### src/rtl/uart_pkg.sv
// Shared types and constants for the UART transmit path: FSM state encoding,
// uart_mode bit positions and default rate limits.
package uart_pkg;

    typedef enum logic [2:0] {
        ST_IDLE   = 3'd0,
        ST_START  = 3'd1,
        ST_DATA   = 3'd2,
        ST_PARITY = 3'd3,
        ST_STOP   = 3'd4
    } tx_state_t;

    localparam int MODE_PAR_EN  = 0;
    localparam int MODE_PAR_ODD = 1;
    localparam int MODE_STOP2   = 2;

    localparam int          MIN_DIV_DEFAULT = 2;
    localparam logic [15:0] UART_RESET_RATE = 16'd9600;

    // Even parity is the XOR of the payload; odd parity inverts it.
    function automatic logic calc_parity(input logic [7:0] data, input logic odd);
        return (^data) ^ odd;
    endfunction

endpackage

### src/rtl/uart_tx_fifo.sv
// Synchronous show-ahead FIFO with full/empty flags, placed in front of the
// transmitter FSM when UART_TX_FIFO_EN is defined.
module uart_tx_fifo #(
    parameter int DEPTH = 4,
    parameter int WIDTH = 8
) (
    input  logic             clk,
    input  logic             rst,
    input  logic             push,
    input  logic [WIDTH-1:0] wr_data,
    input  logic             pop,
    output logic [WIDTH-1:0] rd_data,
    output logic             full,
    output logic             empty
);

    localparam int AW = $clog2(DEPTH);

    logic [WIDTH-1:0] mem [DEPTH];
    logic [AW:0]      wr_ptr;
    logic [AW:0]      rd_ptr;
    logic             do_push;
    logic             do_pop;

    // Pointers carry one extra wrap bit so full and empty are distinguishable.
    assign empty   = (wr_ptr == rd_ptr);
    assign full    = (wr_ptr[AW] != rd_ptr[AW]) && (wr_ptr[AW-1:0] == rd_ptr[AW-1:0]);
    assign do_push = push && !full;
    assign do_pop  = pop && !empty;
    assign rd_data = mem[rd_ptr[AW-1:0]];

    always_ff @(posedge clk or posedge rst) begin
        if (rst) begin
            wr_ptr <= '0;
            rd_ptr <= '0;
        end else begin
            if (do_push) wr_ptr <= wr_ptr + 1'b1;
            if (do_pop)  rd_ptr <= rd_ptr + 1'b1;
        end
    end

    always_ff @(posedge clk) begin
        if (do_push) mem[wr_ptr[AW-1:0]] <= wr_data;
    end

endmodule

### src/rtl/uart_tx_engine.sv
// UART transmitter: one 8-bit async frame per accepted byte, config shadowed at
// frame start. Define UART_TX_FIFO_EN to place a FIFO_DEPTH-entry FIFO in front.
module uart_tx_engine
    import uart_pkg::*;
#(
    parameter int DATA_BITS  = 8,
    parameter int MIN_DIV    = MIN_DIV_DEFAULT,
    parameter int FIFO_DEPTH = 4
) (
    input  logic                 clk,
    input  logic                 rst,
    input  logic                 uart_enable,
    input  logic [2:0]           uart_mode,
    input  logic [15:0]          uart_rate,
    input  logic                 tx_valid,
    input  logic [DATA_BITS-1:0] tx_data,
    output logic                 tx_ready,
    input  logic                 err_clr,
    output logic                 txd,
    output logic                 uart_busy,
    output logic                 uart_error,
    output logic                 update_ok
);

    localparam int IDX_W = $clog2(DATA_BITS);
    localparam logic [IDX_W-1:0] LAST_IDX = IDX_W'(DATA_BITS - 1);

    if ((FIFO_DEPTH < 2) || ((FIFO_DEPTH & (FIFO_DEPTH - 1)) != 0)) begin : g_fifo_depth_check
        $error("FIFO_DEPTH must be a power of two of at least 2");
    end

    tx_state_t            state;
    tx_state_t            state_nxt;
    logic [15:0]          baud_cnt;
    logic [IDX_W-1:0]     bit_idx;
    logic                 stop_second;
    logic [DATA_BITS-1:0] sh_data;
    logic [2:0]           sh_mode;
    logic [15:0]          sh_rate;

    logic                 rate_ok;
    logic                 bit_done;
    logic                 pending;
    logic                 start_frame;
    logic                 fifo_busy;
    logic [DATA_BITS-1:0] src_data;

    assign rate_ok  = (uart_rate >= 16'(MIN_DIV));
    assign bit_done = (baud_cnt == 16'd0);

`ifdef UART_TX_FIFO_EN
    logic                 fifo_full;
    logic                 fifo_empty;
    logic [DATA_BITS-1:0] fifo_rd_data;

    // Producers see only FIFO space; config gating moves to the pop side.
    assign tx_ready    = !rst && !fifo_full;
    assign pending     = !fifo_empty;
    assign start_frame = (state == ST_IDLE) && pending && uart_enable && rate_ok;
    assign src_data    = fifo_rd_data;
    assign fifo_busy   = !fifo_empty;

    uart_tx_fifo #(
        .DEPTH (FIFO_DEPTH),
        .WIDTH (DATA_BITS)
    ) u_fifo (
        .clk     (clk),
        .rst     (rst),
        .push    (tx_valid && tx_ready),
        .wr_data (tx_data),
        .pop     (start_frame),
        .rd_data (fifo_rd_data),
        .full    (fifo_full),
        .empty   (fifo_empty)
    );
`else
    logic accept_ok;

    assign accept_ok   = (state == ST_IDLE) && uart_enable && rate_ok;
    assign tx_ready    = !rst && accept_ok;
    assign pending     = tx_valid;
    assign start_frame = tx_valid && accept_ok;
    assign src_data    = tx_data;
    assign fifo_busy   = 1'b0;
`endif

    always_ff @(posedge clk or posedge rst) begin
        if (rst) state <= ST_IDLE;
        else     state <= state_nxt;
    end

    always_comb begin
        state_nxt = state;
        unique case (state)
            ST_IDLE:   if (start_frame) state_nxt = ST_START;
            ST_START:  if (bit_done) state_nxt = ST_DATA;
            ST_DATA:   if (bit_done && (bit_idx == LAST_IDX))
                           state_nxt = sh_mode[MODE_PAR_EN] ? ST_PARITY : ST_STOP;
            ST_PARITY: if (bit_done) state_nxt = ST_STOP;
            ST_STOP:   if (bit_done && (!sh_mode[MODE_STOP2] || stop_second))
                           state_nxt = ST_IDLE;
            default:   state_nxt = ST_IDLE;
        endcase
    end

    always_comb begin
        txd       = 1'b1;
        uart_busy = (state != ST_IDLE) || fifo_busy;
        update_ok = (state == ST_IDLE);
        unique case (state)
            ST_START:  txd = 1'b0;
            ST_DATA:   txd = sh_data[bit_idx];
            ST_PARITY: txd = calc_parity(sh_data, sh_mode[MODE_PAR_ODD]);
            default:   txd = 1'b1;
        endcase
    end

    // Baud counter loads R-1 per bit; a two-stop frame reloads once more in STOP.
    always_ff @(posedge clk or posedge rst) begin
        if (rst) begin
            baud_cnt    <= '0;
            bit_idx     <= '0;
            stop_second <= 1'b0;
        end else if (state == ST_IDLE) begin
            stop_second <= 1'b0;
            if (start_frame) baud_cnt <= uart_rate - 16'd1;
        end else if (bit_done) begin
            baud_cnt <= sh_rate - 16'd1;
            if (state == ST_DATA) bit_idx <= bit_idx + 1'b1;
            if (state == ST_STOP) stop_second <= 1'b1;
        end else begin
            baud_cnt <= baud_cnt - 16'd1;
        end
    end

    always_ff @(posedge clk) begin
        if (start_frame) begin
            sh_data <= src_data;
            sh_mode <= uart_mode;
            sh_rate <= uart_rate;
        end
    end

    always_ff @(posedge clk or posedge rst) begin
        if (rst)
            uart_error <= 1'b0;
        else if ((state == ST_IDLE) && pending && uart_enable && !rate_ok)
            uart_error <= 1'b1;
        else if (err_clr)
            uart_error <= 1'b0;
    end

endmodule

### config.mk
export PLATFORM = sky130hd
export DESIGN_NAME = uart_tx_engine
export DESIGN_NICKNAME = d
export VERILOG_FILES = /design/src/rtl/uart_pkg.sv /design/src/rtl/uart_tx_fifo.sv /design/src/rtl/uart_tx_engine.sv
export SDC_FILE = /design/constraint.sdc
export NUM_CORES = 1
export LEC_CHECK = 0
export ABC_AREA = 1
export BUFFER_PORTS_ARGS = -buffer_cell sky130_fd_sc_hd__clkbuf_2
export CAP_MARGIN = 20
export CORE_ASPECT_RATIO = 1.75
export CORE_MARGIN = 2
export CORE_UTILIZATION = 35
export CTS_BUF_LIST = sky130_fd_sc_hd__clkbuf_2 sky130_fd_sc_hd__clkbuf_4 sky130_fd_sc_hd__clkbuf_8
export DETAILED_ROUTE_END_ITERATION = 8
export HOLD_SLACK_MARGIN = 0.06
export PLACE_DENSITY_LB_ADDON = 0.08
export SLEW_MARGIN = 20
export SYNTH_ARGS = -nofsm -noshare
export SYNTH_HDL_FRONTEND = slang
export SYNTH_HIERARCHICAL = 1
export SYNTH_SLANG_ARGS = --single-unit
### constraint.sdc
create_clock -name clk -period 5.3 [get_ports clk]
set_input_delay 1.06 -clock clk [delete_from_list [all_inputs] [get_ports clk]]
set_output_delay 1.06 -clock clk [all_outputs]
set_load 0.005 [all_outputs]
==> reports/metrics.csv <==
stage,metric,value,unit
critical_path,Crit. End Element,primary output,
placement,DP Worst Slack,2.03,ns
sta,setup_tns,0,ns
floorplan,Core ar.,0.00831,mm2
synthesis,post-synth top area share,26.9,%
critical_path,FF-to-FF End,sh_rate[11]$_DFFE_PP_,
sta,Final Hold Vio Count,0,
synthesis,sequential area share after synthesis,46.8,%
floorplan,IO Pins,37,
synthesis,largest family of logic cells by synthesized area,simple AND/OR/NAND/NOR gates,
power,pwr/cell area,559,mW/mm2
power,VDD IR-drop max,0.000273,V
power,internal power,0.975,mW
finish,fill count,868,
critical_path,critical path type,input pin to primary output,
routing,Initial DRC Count,124,
sta,max-slew violation count,0,
power,Clk pwr share,13.0,%
finish,design area,0.00337,mm2
floorplan,row count,44,
synthesis,Synth top cells by count,"nand2_1, nor2_1, inv_1, nand3_1, edfxtp_1",
placement,area post-placement,0.00327,mm2
routing,post-detailed-route count of antenna-violating nets,0,
synthesis,synth warn,6,
run,max-cap violations,0,
synthesis,synthesis-stage register bit count,51,
min_path,Hold Startpoint,baud_cnt[10]$_DFFE_PP0P_,
clocking,worst skew pair latency,0.31,ns
finish,layout cell share with drive strength beyond 1,21.5,%
critical_path,CP required,4.24,ns
sta,hold_ws,0.520,ns
placement,hpwl dp,5.62,mm
clocking,CTS tree,done,
sta,Final Setup Violations,0,
routing,Vias/cell,4.75,
clocking,Post-CTS Setup Bufs,0,
synthesis,post-synthesis compound-gate area fraction,4.98,%
synthesis,post-synth top area cell,edfxtp_1,
critical_path,reg2reg path depth,7,
finish,antenna cell count,0,
routing,total number of vias,2382,
routing,DRC viols,0,
global_routing,initial antenna violation count,0,
global_routing,grt total ovfl,0,
sta,relative slew slack,36.5,%
critical_path,r2r setup slk,2.38,ns
global_routing,first-pass GRT wire length,12.3,mm
finish,Final Non-Filler Cells,501,
finish,area of the multi-input gates,0.00140,mm2
critical_path,crit path launch type,input pin,
sta,Slew @ Worst Pin,0.946,ns
clocking,Root Driver,clkbuf_8,
min_path,hold endpoint,baud_cnt[10]$_DFFE_PP0P_,
finish,"Core Util, Final",40.5,%
power,combinational share of power,55.0,%
critical_path,"Largest delay share family, worst path",simple AND/OR/NAND/NOR gates,
min_path,hold path depth,2,
power,PnR Total Power,1.88,mW
global_routing,vias in the first global route,2486,
synthesis,mux share of post-synthesis cell area,1.08,%
synthesis,"EDFF count, synth",27,
clocking,CTS Sinks,51,
power,leakage power,1.54,nW
global_routing,largest net degree at the start of global routing,30,
sta,RSZ-0062 raised after global routing,no,
floorplan,die area,0.00941,mm2
sta,Final min period,3.24,ns
synthesis,simple-gate share of the synthesized area,36.1,%
synthesis,library cells used by synthesis,39,
synthesis,"Cell Area, Synth",0.00302,mm2
outcome,status,finished clean,
sta,period utilization,61.1,%
critical_path,Crit-path slowest cell,or2_2,
placement,Placed Cells,493,
finish,Sequential Area,0.00141,mm2
synthesis,Synth area leaders,"edfxtp_1, dfrtp_1, nand2_1",
sta,fmax,0.309,GHz
synthesis,asr flop ratio synth,47.1,%
finish,P&R area growth vs syn,11.7,%
global_routing,GRT Resource Usage Total,17.5,%
critical_path,CP max FO,3,
routing,DR WL/cell,14.6,um
clocking,TritonCTS Buffers,5,
clocking,H-tree depth,2,
power,P_sw,0.909,mW
power,Sequential Power Share,32.1,%
synthesis,Mapped Cells,350,
floorplan,chip height,127,um
clocking,clk slew on worst S/H paths,0.09,ns
sta,skew final,0.0138,ns
min_path,Hold Crit Class,flip-flop to flip-flop,
synthesis,adder-cell share of the synthesized area,1.24,%
routing,DR pass1 iterations,4,
synthesis,Most used DFF post-synth,edfxtp_1,
critical_path,CP arrival,2.18,ns
synthesis,xor and xnor area share after synthesis,2.90,%
placement,input/output buffers,36,
critical_path,worst flop-to-flop path startpoint,state[0]$_DFFE_PP0P_,
clocking,Hold Buf Count CTS,0,
synthesis,top-count cell post-synth,nand2_1,
floorplan,initial core utilization,36.3,%
synthesis,syn nets,385,
placement,RePlAce Congestion,0.820,
power,Sw Share,48.2,%
finish,Final #Nets,420,
floorplan,die width,74.2,um
synthesis,synthesized area per cell,8.62,um2
critical_path,CP bufs+invs,3,
critical_path,crit-path cells,"clkbuf_2, or2_2, nor4_1, nand4_1, inv_1, nor4_1, clkbuf_2",
routing,"wirelength, routed",7.31,mm
critical_path,Critical Path Max Stage Delay,0.29,ns
clocking,clk buf depth,2,
sta,Final Worst Setup Slack,2.06,ns
clocking,post_cts resized,0,
## layout make-up
| cell class | count | share of cell area, % |
|---|---|---|
| Multi-Input combinational cell | 254 | 41.4 |
| Clock inverter | 1 | 0.149 |
| Sequential cell | 51 | 41.9 |
| Clock buffer | 7 | 2.67 |
| Timing Repair Buffer | 37 | 5.57 |
| Tap cell | 115 | 4.27 |
| Inverter | 36 | 4.01 |
## power groups by stage
| stage | clock [mW] | combinational, mW | sequential (mW) |
|---|---|---|---|
| 2_1_floorplan | 0 | 0.862 | 0.590 |
| 3_3_place_gp | 0 | 1.04 | 0.613 |
| 5_1_grt | 0.265 | 1.18 | 0.620 |
| 3_5_place_dp | 0 | 1.05 | 0.614 |
| 4_1_cts | 0.253 | 1.05 | 0.605 |
| 6_report | 0.244 | 1.04 | 0.604 |
## registers in the layout, indices dropped and copies added, names as in the netlist
register     cells
baud_cnt        16
bit_idx          3
sh_data          8
sh_mode          3
sh_rate         16
state            3
stop_second      1
uart_error       1
## placed cells by master (no fill, tap or decap), types with 3 or more instances in the layout
cell / instances
nand3_2: 7
nor2_4: 6
nand3_1: 35
xor2_1: 3
a31oi_1: 5
ha_1: 3
nand2_2: 5
clkbuf_2: 36
edfxtp_1: 27
nand4_1: 10
dfrtp_1: 24
nand2_1: 88
clkbuf_8: 6
o21ai_0: 7
inv_1: 33
a21oi_1: 3
nor2_2: 9
nor2_1: 39
xnor2_1: 7
## worst reg2reg max path: stages, from the launching register on
cell and delay (ns):
dfrtp_1 0.45, nor2_4 0.06, nand2_2 0.46, inv_2 0.37, nand2_1 0.14, nor2_1 0.06
nand2_1 0.08, clkinv_1 0.74
## cells by family after synthesis
logic type | after synthesis
multiplexers | 3
buffers and inverters | 45
adder cells (fa/ha/maj) | 3
flip-flops | 51
XOR/XNOR | 10
AND/OR/NAND/NOR | 214
AO/OA/AOI/OAI | 24
## worst max path at each step
stage | start | to | slack [ns] | cells after the start
final | uart_rate[10] | tx_ready | 2.06 | 7
after global routing | uart_rate[10] | tx_ready | 1.87 | 7
after CTS | uart_rate[10] | tx_ready | 2.03 | 7
after detailed placement | uart_rate[10] | tx_ready | 2.03 | 7
after global placement | uart_rate[10] | tx_ready | 2.05 | 7
after floorplan | uart_rate[10] | tx_ready | 2.44 | 5
## metal layers
| metal | routed length [um] | track usage, % | up-vias |
|---|---|---|---|
| li1 | - | - | 1225 |
| met1 | 2890 | 19.3 | 1105 |
| met2 | 4120 | 32.5 | 42 |
| met3 | 141 | 2.46 | 10 |
| met4 | 162 | 6.63 | 0 |
| met5 | 0 | 0 | - |
Note: power is estimated with default switching activity, not from simulation.
